`src/rtl/serial_disp_pkg.sv`:
```
// Shared definitions for the serial display controller.
//   - shift_32 mode encoding ({S1,S0})
//   - controller FSM state encoding
//   - serial word length
package serial_disp_pkg;

  localparam int N_BITS = 32;

  localparam logic [1:0] MODE_HOLD = 2'b00;
  localparam logic [1:0] MODE_SR   = 2'b01;  // shift right, SR enters at bit 31
  localparam logic [1:0] MODE_SL   = 2'b10;  // shift left, SL enters at bit 0
  localparam logic [1:0] MODE_LOAD = 2'b11;  // parallel load from PData

  typedef enum logic [1:0] {
    IDLE  = 2'd0,
    SHIFT = 2'd1,
    LATCH = 2'd2,
    DONE  = 2'd3
  } state_t;

endpackage

```
`src/rtl/serial_disp_ctrl_shift_32.sv`:
```
// shift_32: 32-bit universal shift register, the controller's datapath.
// Ports:
//   clk    in  clock, rising edge
//   clear  in  asynchronous active-high clear, Q -> 0
//   S1,S0  in  mode select (hold / shift right / shift left / load)
//   SL     in  bit entering Q[0] on a left shift
//   SR     in  bit entering Q[31] on a right shift
//   PData  in  32-bit parallel load value
//   Q      out 32-bit register contents
module shift_32
  import serial_disp_pkg::*;
(
  input  logic        clk,
  input  logic        clear,
  input  logic        S1,
  input  logic        S0,
  input  logic        SL,
  input  logic        SR,
  input  logic [31:0] PData,
  output logic [31:0] Q
);

  always_ff @(posedge clk or posedge clear) begin
    if (clear) begin
      Q <= '0;
    end else begin
      case ({S1, S0})
        MODE_SR:   Q <= {SR, Q[31:1]};
        MODE_SL:   Q <= {Q[30:0], SL};
        MODE_LOAD: Q <= PData;
        default:   Q <= Q;
      endcase
    end
  end

endmodule

```
`src/rtl/serial_disp_ctrl.sv`:
```
// serial_disp_ctrl: transmits a 32-bit word to an external display shift
// chain as sdata/sclk, then pulses rclk to latch it and done to finish.
// Build option: define SERIAL_DISP_LSB_FIRST_EN for LSB-first transmission
// (sdata=Q[0], right shift, SR fill); default is MSB-first with SL fill.
// Ports:
//   clk    in  system clock
//   clear  in  asynchronous active-high reset (also clears shift_32)
//   start  in  transmit request, sampled only while idle
//   pdata  in  word to transmit, captured on the accepting edge
//   busy   out high while a word is in flight (SHIFT/LATCH/DONE)
//   sdata  out serial data bit
//   sclk   out serial clock, chain samples sdata on its rising edge
//   rclk   out one-cycle latch strobe after the last bit
//   done   out one-cycle completion pulse
module serial_disp_ctrl
  import serial_disp_pkg::*;
#(
  parameter int SHIFT_DIV = 2,
  parameter int N_BITS    = serial_disp_pkg::N_BITS
) (
  input  logic              clk,
  input  logic              clear,
  input  logic              start,
  input  logic [N_BITS-1:0] pdata,
  output logic              busy,
  output logic              sdata,
  output logic              sclk,
  output logic              rclk,
  output logic              done
);

  localparam int DIV_W = (SHIFT_DIV > 2) ? $clog2(SHIFT_DIV) : 1;
  localparam logic [DIV_W-1:0] DIV_LAST = DIV_W'(SHIFT_DIV - 1);
  localparam logic [DIV_W-1:0] DIV_HALF = DIV_W'(SHIFT_DIV / 2);
  localparam logic [4:0]       LAST_BIT = 5'(N_BITS - 1);

  state_t            state, state_nxt;
  logic [DIV_W-1:0]  div_cnt;
  logic [4:0]        bit_cnt;
  logic [1:0]        mode;
  logic [N_BITS-1:0] q;
  logic              fill_sl, fill_sr;
  logic              bit_end;

`ifdef SERIAL_DISP_LSB_FIRST_EN
  localparam logic [1:0] SHIFT_MODE = MODE_SR;
  assign sdata   = q[0];
  assign fill_sl = 1'b0;
  assign fill_sr = 1'b1;
`else
  localparam logic [1:0] SHIFT_MODE = MODE_SL;
  assign sdata   = q[N_BITS-1];
  assign fill_sl = 1'b1;   // blank fill for active-low segments
  assign fill_sr = 1'b0;
`endif

  // Only the output end of Q leaves the register; fold the rest so the
  // remaining bits are visibly consumed.
  logic q_bits_unused;
  assign q_bits_unused = ^q;

  shift_32 u_shift (
    .clk   (clk),
    .clear (clear),
    .S1    (mode[1]),
    .S0    (mode[0]),
    .SL    (fill_sl),
    .SR    (fill_sr),
    .PData (pdata),
    .Q     (q)
  );

  assign busy    = (state != IDLE);
  assign bit_end = (state == SHIFT) && (div_cnt == DIV_LAST);

  always_ff @(posedge clk or posedge clear) begin
    if (clear) begin
      state   <= IDLE;
      div_cnt <= '0;
      bit_cnt <= '0;
    end else begin
      state <= state_nxt;
      if (state != SHIFT) begin
        div_cnt <= '0;
        bit_cnt <= '0;
      end else if (bit_end) begin
        div_cnt <= '0;
        bit_cnt <= bit_cnt + 5'd1;   // wraps 31->0 at end of word
      end else begin
        div_cnt <= div_cnt + DIV_W'(1);
      end
    end
  end

  always_comb begin
    state_nxt = state;
    mode      = MODE_HOLD;
    sclk      = 1'b0;
    rclk      = 1'b0;
    done      = 1'b0;
    case (state)
      IDLE: begin
        if (start) begin
          mode      = MODE_LOAD;
          state_nxt = SHIFT;
        end
      end
      SHIFT: begin
        // Low half then high half of each bit; Q advances on the edge that
        // ends the high half, so sdata is stable across every sclk rise.
        sclk = (div_cnt >= DIV_HALF);
        if (bit_end) begin
          mode = SHIFT_MODE;
          if (bit_cnt == LAST_BIT) state_nxt = LATCH;
        end
      end
      LATCH: begin
        rclk      = 1'b1;
        state_nxt = DONE;
      end
      DONE: begin
        done      = 1'b1;
        state_nxt = IDLE;
      end
      default: state_nxt = IDLE;
    endcase
  end

endmodule

```
`config.mk`:
```
export PLATFORM = sky130hd
export DESIGN_NAME = serial_disp_ctrl
export DESIGN_NICKNAME = d
export VERILOG_FILES = /design/src/rtl/serial_disp_pkg.sv /design/src/rtl/serial_disp_ctrl_shift_32.sv /design/src/rtl/serial_disp_ctrl.sv
export SDC_FILE = /design/constraint.sdc
export NUM_CORES = 1
export LEC_CHECK = 0
export CAP_MARGIN = 20
export CORE_MARGIN = 5
export CORE_UTILIZATION = 55
export CTS_CLUSTER_DIAMETER = 80
export DETAILED_ROUTE_END_ITERATION = 16
export GPL_TIMING_DRIVEN = 0
export PLACE_DENSITY = 0.84
export SLEW_MARGIN = 20
export SYNTH_ARGS = -nofsm -noshare
export SYNTH_HDL_FRONTEND = slang
export SYNTH_SLANG_ARGS = --single-unit
```
`constraint.sdc`:
```
create_clock -name clk -period 4.2 [get_ports clk]
set_clock_uncertainty 0.1 [all_clocks]
set_input_delay 1.26 -clock clk [delete_from_list [all_inputs] [get_ports clk]]
set_output_delay 1.26 -clock clk [all_outputs]
set_load 0.02 [all_outputs]
```
==> summary.md, run 1 <==
| Metric | Value |
|---|---|
| #FFs+latches synth | `40` |
| Post-Route WL | `4099 µm` |
| Most frequent cell after synthesis | `dfrtp_1` |
| Sequential-to-total area share from yosys stat | `47.65%` |
| Async SR Flop Fraction | `100.0%` |
| Worst r2r src | `state[0]$_DFFE_PP0P_` |
| Switching Fraction | `38.25%` |
| Final period util | `77.43%` |
| Ratio of cells with drive above 1 in the final layout | `22.22%` |
| Synthesized net count | `229` |
| Vias/cell | `5.170` |
| Initial Util | `between 50% and 60%` |
| Power Dens Cells | `661.1 nW/µm²` |
| RSZ-0062 raised after global routing | `false` |
| Final setup viols | `0` |
| Row count | `22` |
| N_diodes | `0` |
| Post-detail-place hpwl | `3050 µm` |
| Fillcell total | `between 200 and 300` |
| Yosys warning count | `0` |
| First-pass GRT wire length | `6969 µm` |
| Kind of critical path | `reg2out` |
| Crit path required time | `~2.8 ns` |
| Internal power component | `between 1 and 1.5 mW` |
| Largest net degree at the start of global routing | `36` |
| Final Critical Period | `3.252 ns` |
| Logic pwr share | `47.2%` |
| Number of distinct library cells after synthesis | `27` |
| Vias in the first global route | `1563` |
| Clock buffer depth | `2` |
| Core box area | `3689 µm²` |
| Cell taking the most area after synthesis | `dfrtp_1` |
| Mapped cell area | `~2100 µm²` |
| Detailed Routing Iterations Pass 1 | `4` |
| DRT iter0 DRCs | `54` |
| GRT Total Usage | `17.06%` |
| H-tree levels | `2` |
| Cts hold-fix bufs | `0` |
| Leakage | `~1.3 nW` |
| Worst Tran Pin Value | `0.3702 ns` |
| FF/Latch Area | `1001 µm²` |
| Critical path origin | `state[1]$_DFFE_PP0P_` |
| Initial antenna violation count | `0` |
| Slew margin rel. | `75.32%` |
| Post-synth top flop | `dfrtp_1` |
| FMAX | `307.5 MHz` |
| Sum of negative setup slack | `0 ns` |
| Maximum VDD drop | `0.3941 mV` |
| Post-synth top cells | `dfrtp_1 (40), mux2i_1 (32), nor2_1 (31)` |
| Full die area | `5155 µm²` |
| Grt ovf | `0` |
| Switching pwr | `~0.68 mW` |
| Hold Crit Start | `bit_cnt[4]$_DFFE_PP0P_` |
| Share of total power in the clock network | `17.3%` |
| Syn-to-layout area delta | `27.52%` |
| Placer Congestion | `roughly 0.74` |
| Avg WL per Cell | `14.54 µm` |
| Multi-input logic area | `989.7 µm²` |
| Clk Latency, worst-skew pair | `between 0.2 and 0.3 ns` |
| # port buffers | `39` |
| Via count | `1458` |
| Status | `complete, no violations` |
| Post-DP Area | `roughly 2600 µm²` |
| Die H | `71.80 µm` |
| Crit Path Max Fanout | `5` |
| Pins Over Slew Limit | `0` |
| Post-CTS Setup Inserts | `0` |
| Top cells by area, synth | `dfrtp_1 (48%), mux2i_1 (15%), a21oi_2 (12%), nor2_1 (5.5%), ha_1 (4.8%)` |
| CTS tree | `done` |
| Post-Syn Instances | `186` |
| Reg power frac | `35.6%` |
| Design Area, Final | `2679 µm²` |
| Antenna-violating nets left | `0` |
| CTS-repair resized insts | `0` |
| Post-synth EDFFs | `0` |
| MaxCap Viol Count | `0` |
| Critical Path End Type | `output pin` |
| CTS root buffer | `clkbuf_8` |
| Startpoint Class | `register` |
| Nets | `between 200 and 300` |
| WP data arrival | `1.89 ns` |
| Yosys top cell area share | `47.65%` |
| Min-Delay Path Class | `reg2reg` |
| CTS Buf Count | `5` |
| Clock sinks | `40` |
| Final hold vios | `0` |
| Die width | `71.80 µm` |
| Residual DRC count | `0` |
| CTS clock-pin slew for the worst setup and hold paths | `roughly 0.070 ns` |
| Post-synthesis average cell area | `11.29 µm²` |
| Total I/O pin count | `40` |
[final cells by class]
type	instances	area share, %
Multi-Input combinational cell	129	36.95
Inverter	6	0.8407
Buffer	11	3.269
Sequential cell	40	37.37
Tap cell	48	2.242
Timing Repair Buffer	40	15.32
Clock buffer	6	2.709
Clock inverter	2	1.308
[flip-flops by register name, summed over array words and instances, names as in the netlist]
name and count:
state 2, u_shift.Q 32, div_cnt 1, bit_cnt 5
[power groups by stage]
| stage | clock (mW) | sequential, mW | combinational [mW] |
|---|---|---|---|
| floorplan | 0 | 0.617 | 0.656 |
| global placement | 0 | 0.625 | 0.798 |
| detailed placement | 0 | 0.637 | 0.842 |
| CTS | 0.315 | 0.630 | 0.848 |
| global route | 0.330 | 0.645 | 0.931 |
| finish | 0.306 | 0.630 | 0.835 |
[cell usage in the layout, fill, tap and decap left out]
cell / n
nand3_1: 1
and2_1: 1
clkinv_2: 1
nor2_1: 31
clkbuf_8: 5
a221oi_2: 1
o2bb2ai_4: 1
a22o_1: 2
a21oi_2: 29
a21o_1: 1
clkdlybuf4s50_1: 39
xor2_1: 1
o21ai_0: 5
buf_12: 1
and2_2: 1
inv_1: 5
inv_2: 1
nor3_1: 1
nand2_2: 1
a21oi_1: 3
buf_2: 4
ha_1: 8
mux2i_1: 32
buf_6: 5
nor2b_1: 2
dfrtp_1: 40
and3_1: 1
clkbuf_1: 2
buf_4: 1
o22a_1: 1
bufinv_16: 1
nand2b_1: 1
nand2_1: 5
[cell families after synthesis]
group                    Yosys count  share of synthesized area, %
flip-flops                        40                         47.65
buffers and inverters             17                         5.241
AO/OA/AOI/OAI                     43                         17.63
adder cells (fa/ha/maj)            8                         4.765
AND/OR/NAND/NOR                   45                         9.053
multiplexers                      32                         15.25
XOR/XNOR                           1                        0.4170
[stage by stage]
| stage | util [%] | hold slack [ns] | total power, mW | instances | worst slack [ns] |
|---|---|---|---|---|---|
| floorplan | - | 0.3563 | 1.273 | 186 | 1.922 |
| CTS | 72.63 | 0.4007 | 1.793 | 282 | 0.9330 |
| detailed placement | 69.71 | 0.3838 | 1.479 | 274 | 1.270 |
| global route | 72.63 | 0.4378 | 1.906 | 282 | 0.8559 |
| global placement | 69.17 | 0.3723 | 1.424 | 273 | 1.134 |
| finish | 72.63 | 0.3970 | 1.771 | 282 | 0.9480 |
[layer usage]
metal | vias to the layer above | routed length [µm] | GRT usage, %
li1 | 725 | - | -
met1 | 693 | 1819 | 21.74
met2 | 34 | 1996 | 27.24
met3 | 6 | 238 | 6.031
met4 | 0 | 44 | 5.219
met5 | - | 0 | 0
[path summary, 6_finish.rpt]
path | end | slack, ns | cells after the start
max | sclk | 0.95 | 4
max in group asynchronous | u_shift.Q[3]$_DFFE_PP0P_ | 2.52 | 3
max reg2reg | u_shift.Q[19]$_DFFE_PP0P_ | 2.37 | 6
min | bit_cnt[4]$_DFFE_PP0P_ | 0.40 | 2
min reg2reg | bit_cnt[4]$_DFFE_PP0P_ | 0.40 | 2
min in group asynchronous | u_shift.Q[18]$_DFFE_PP0P_ | 1.07 | 2
[critical path: stages (launching register included)]
cell	delay, ns
dfrtp_1	0.41
inv_1	0.15
ha_1	0.23
and2_2	0.20
clkdlybuf4s50_1	0.61
(Power assumes the default switching activity.)
==> run 2, diff against run 1 <==
--- a/config.mk
+++ b/config.mk
@@ -7,11 +7,11 @@
 export LEC_CHECK = 0
 export CAP_MARGIN = 20
 export CORE_MARGIN = 5
-export CORE_UTILIZATION = 55
+export CORE_UTILIZATION = 52
 export CTS_CLUSTER_DIAMETER = 80
 export DETAILED_ROUTE_END_ITERATION = 16
 export GPL_TIMING_DRIVEN = 0
-export PLACE_DENSITY = 0.84
+export PLACE_DENSITY = 0.8
 export SLEW_MARGIN = 20
 export SYNTH_ARGS = -nofsm -noshare
 export SYNTH_HDL_FRONTEND = slang
==> constraint.sdc (replaced) <==
create_clock -name clk -period 3.25 [get_ports clk]
set_clock_uncertainty 0.1 [all_clocks]
set_input_delay 0.975 -clock clk [delete_from_list [all_inputs] [get_ports clk]]
set_output_delay 0.975 -clock clk [all_outputs]
set_load 0.02 [all_outputs]
==> run 2 against run 1 <==
  * Clock power barely moved
  * Combinational power rose by 28%
  * First-iteration DRC count rose by 28%
  * Final cell count rose by 0.35%
  * Routed wire length fell by 4.8%
  * Global-route usage fell by 1.7 points
  * Worst setup slack got worse by 0.65 ns
  * Critical endpoint unchanged
  * Largest cell class unchanged
==> summary.md, run 2 (synthesized netlist as in run 1, its figures left out) <==
| Metric | Value |
|---|---|
| Post-Route Utilization | `66.76% (-5.9 points)` |
| Share of total power in the clock network | `14.1% (-3.2 points)` |
| Initial Util | `52.90% (-4.1 points)` |
| FF/Latch Area | `1001 µm² (unchanged)` |
| Die width | `73.56 µm (+2.5%)` |
| Max reg flops | `32 (unchanged)` |
| Global-route met1 utilization | `19.95% (-1.8 points)` |
| Placer Congestion | `0.7298 (-0.80%)` |
| Crit Path Max Fanout | `5 (unchanged)` |
| Total power | `2.189 mW (+24%)` |
| Via count | `1429 (-2.0%)` |
| Power Dens Cells | `825.6 nW/µm² (+25%)` |
| Switching Fraction | `39.19% (+0.93 points)` |
| FMAX | `338.6 MHz` |
| Pins Over Slew Limit | `0 (unchanged)` |
| Core box area | `3971 µm² (+7.7%)` |
| Final Critical Period | `2.954 ns` |
| CP bufs+invs | `2 (unchanged)` |
| Leakage | `1.242 nW (-1.1%)` |
| First-pass GRT wire length | `6348 µm (-8.9%)` |
| Crit path required time | `2.17 ns (-0.67 ns)` |
| Total I/O pin count | `40 (unchanged)` |
| Commonest cells after routing, fill and taps aside | `dfrtp_1 (40), clkdlybuf4s50_1 (39), mux2i_1 (32)` |
| GRT met2 Usage | `24.51% (-2.7 points)` |
| CTS tree | `done` |
| Row count | `23 (+4.5%)` |
| Multi-input logic area | `989.7 µm² (unchanged)` |
| DRT iter0 DRCs | `69 (+28%)` |
| Most common cell after layout, fill and taps aside | `dfrtp_1` |
| Sum of negative setup slack | `0 ns (unchanged)` |
| Largest stage delay, worst path | `0.61 ns (about the same)` |
| Startpoint Class | `register` |
| WHS Path Cells | `2 (unchanged)` |
| Logic pwr share | `48.9% (+1.7 points)` |
| Hold Crit Start | `bit_cnt[4]$_DFFE_PP0P_` |
| MaxCap Viol Count | `0 (unchanged)` |
| Cell class contributing the biggest share of worst-path delay | `buffers and inverters` |
| Post-CTS Setup Inserts | `0 (unchanged)` |
| Residual DRC count | `0 (unchanged)` |
| Slew margin rel. | `72.98% (-2.3 points)` |
| Final hold vios | `0 (unchanged)` |
| Worst Tran Pin Value | `0.4053 ns (+0.03514 ns)` |
| Worst-path cell chain | `inv_1, ha_1, and2_2, clkdlybuf4s50_1` |
| GR peak layer | `met2` |
| Post-detail-place hpwl | `2695 µm (-12%)` |
| Avg WL per Cell | `13.79 µm (-5.1%)` |
| Reg2Reg Depth | `6 (unchanged)` |
| Detailed Routing Iterations Pass 1 | `4 (unchanged)` |
| N_diodes | `0 (unchanged)` |
| CTS clock-pin slew for the worst setup and hold paths | `0.07 ns (about the same)` |
| Syn-to-layout area delta | `26.21%` |
| Antenna-violating nets left | `0 (unchanged)` |
| Vias/cell | `5.049 (-2.3%)` |
| Switching pwr | `0.8578 mW (+27%)` |
| Kind of critical path | `reg2out` |
| Clk Latency, worst-skew pair | `0.29 ns (about the same)` |
| Critical path origin | `state[1]$_DFFE_PP0P_` |
| H-tree levels | `2 (unchanged)` |
| Vias in the first global route | `1409 (-9.9%)` |
| Grt ovf | `0 (unchanged)` |
| Clock buffer depth | `2 (unchanged)` |
| CTS root buffer | `clkbuf_8` |
| CP max stage cell | `clkdlybuf4s50_1` |
| Initial antenna violation count | `0 (unchanged)` |
| Clock sinks | `40 (unchanged)` |
| Post-Route WL | `3903 µm (-4.8%)` |
| RSZ-0062 raised after global routing | `false` |
| Full die area | `5411 µm² (+5.0%)` |
| # port buffers | `39 (unchanged)` |
| Min-Delay Path Class | `reg2reg` |
| Die H | `73.56 µm (+2.5%)` |
| Worst r2r src | `state[1]$_DFFE_PP0P_` |
| Reg power frac | `37.0% (+1.4 points)` |
| Maximum VDD drop | `0.4322 mV (+9.7%)` |
| Final setup viols | `0 (unchanged)` |
| Status | `complete, no violations` |
| CP Depth | `4 (unchanged)` |
| CTS Buf Count | `5 (unchanged)` |
| Largest regs | `u_shift.Q: 32 flops, bit_cnt: 5 flops, state: 2 flops` |
| Fillcell total | `347 (+23%)` |
| WP data arrival | `1.88 ns (about the same)` |
| CTS-repair resized insts | `0 (unchanged)` |
| Worst Hold Path EP | `bit_cnt[4]$_DFFE_PP0P_` |
| Internal power component | `1.331 mW (+22%)` |
| Cts hold-fix bufs | `0 (unchanged)` |
| Setup slack, reg-to-reg | `1.37 ns (-1.00 ns)` |
| Nets | `276 (unchanged)` |
| GRT Total Usage | `15.31% (-1.7 points)` |
| Routing usage on met3 | `3.694% (-2.3 points)` |
| Reg-to-Reg End | `u_shift.Q[9]$_DFFE_PP0P_` |
| Critical Path End Type | `output pin` |
| Ratio of cells with drive above 1 in the final layout | `21.89% (-0.33 points)` |
| Register with the most flip-flops | `u_shift.Q` |
| Final period util | `90.88%` |
| Largest net degree at the start of global routing | `26 (-28%)` |
run 2: cell count changes in the layout (fill, tap and decap cells not counted), sizes merged:
cell / before / now
bufinv: 1 / 0
run 2: power by group through the flow:
stage / Sequential, mW / Clock, mW / Combinational [mW]
final: 0.809 / 0.309 / 1.07
after global routing: 0.833 / 0.335 / 1.18
after CTS: 0.810 / 0.318 / 1.09
after detailed placement: 0.818 / 0 / 1.08
after global placement: 0.812 / 0 / 1.05
after floorplan: 0.797 / 0 / 0.848
run 2: metal layers:
| metal | vias up | wire (µm) |
|---|---|---|
| li1 | 727 | - |
| met5 | - | 0 |
| met1 | 664 | 1915 |
| met2 | 31 | 1704 |
| met4 | 0 | 63 |
| met3 | 7 | 220 |
run 2: worst max-delay path by stage:
stage                                   endpoint  slack, ns
final                                       sclk       0.30
after global routing                        sclk       0.21
after CTS                                   sclk       0.28
after detailed placement                    sclk       0.62
after global placement      state[0]$_DFFE_PP0P_       0.39
after floorplan           bit_cnt[0]$_DFFE_PP0P_       1.26
run 2: area by class of cell:
class	count	area share [%]
sequential	40	37.75
multi-input combinational	129	37.33
timing repair buffer	40	15.48
buffer	11	3.303
clock buffer	6	2.737
tap	50	2.360
inverter	6	0.8495
clock inverter	1	0.1888
run 2: per-stage QoR:
stage,worst slack (ns),hold slack (ns),instance area (µm²),instances
2_1_floorplan,1.257,0.3563,2101,186
3_3_place_gp,0.3905,0.3738,2554,275
3_5_place_dp,0.6212,0.3908,2574,276
4_1_cts,0.2807,0.4082,2651,283
5_1_grt,0.2073,0.4357,2651,283
6_report,0.2963,0.4059,2651,283
run 2: worst reg2reg max path: cells and delay by family (launching register included):
family,cells,cell delay [ns]
adders and majority gates,1,0.17
AOI/OAI and AO/OA,2,0.32
buffers and inverters,3,0.76
DFF,1,0.41
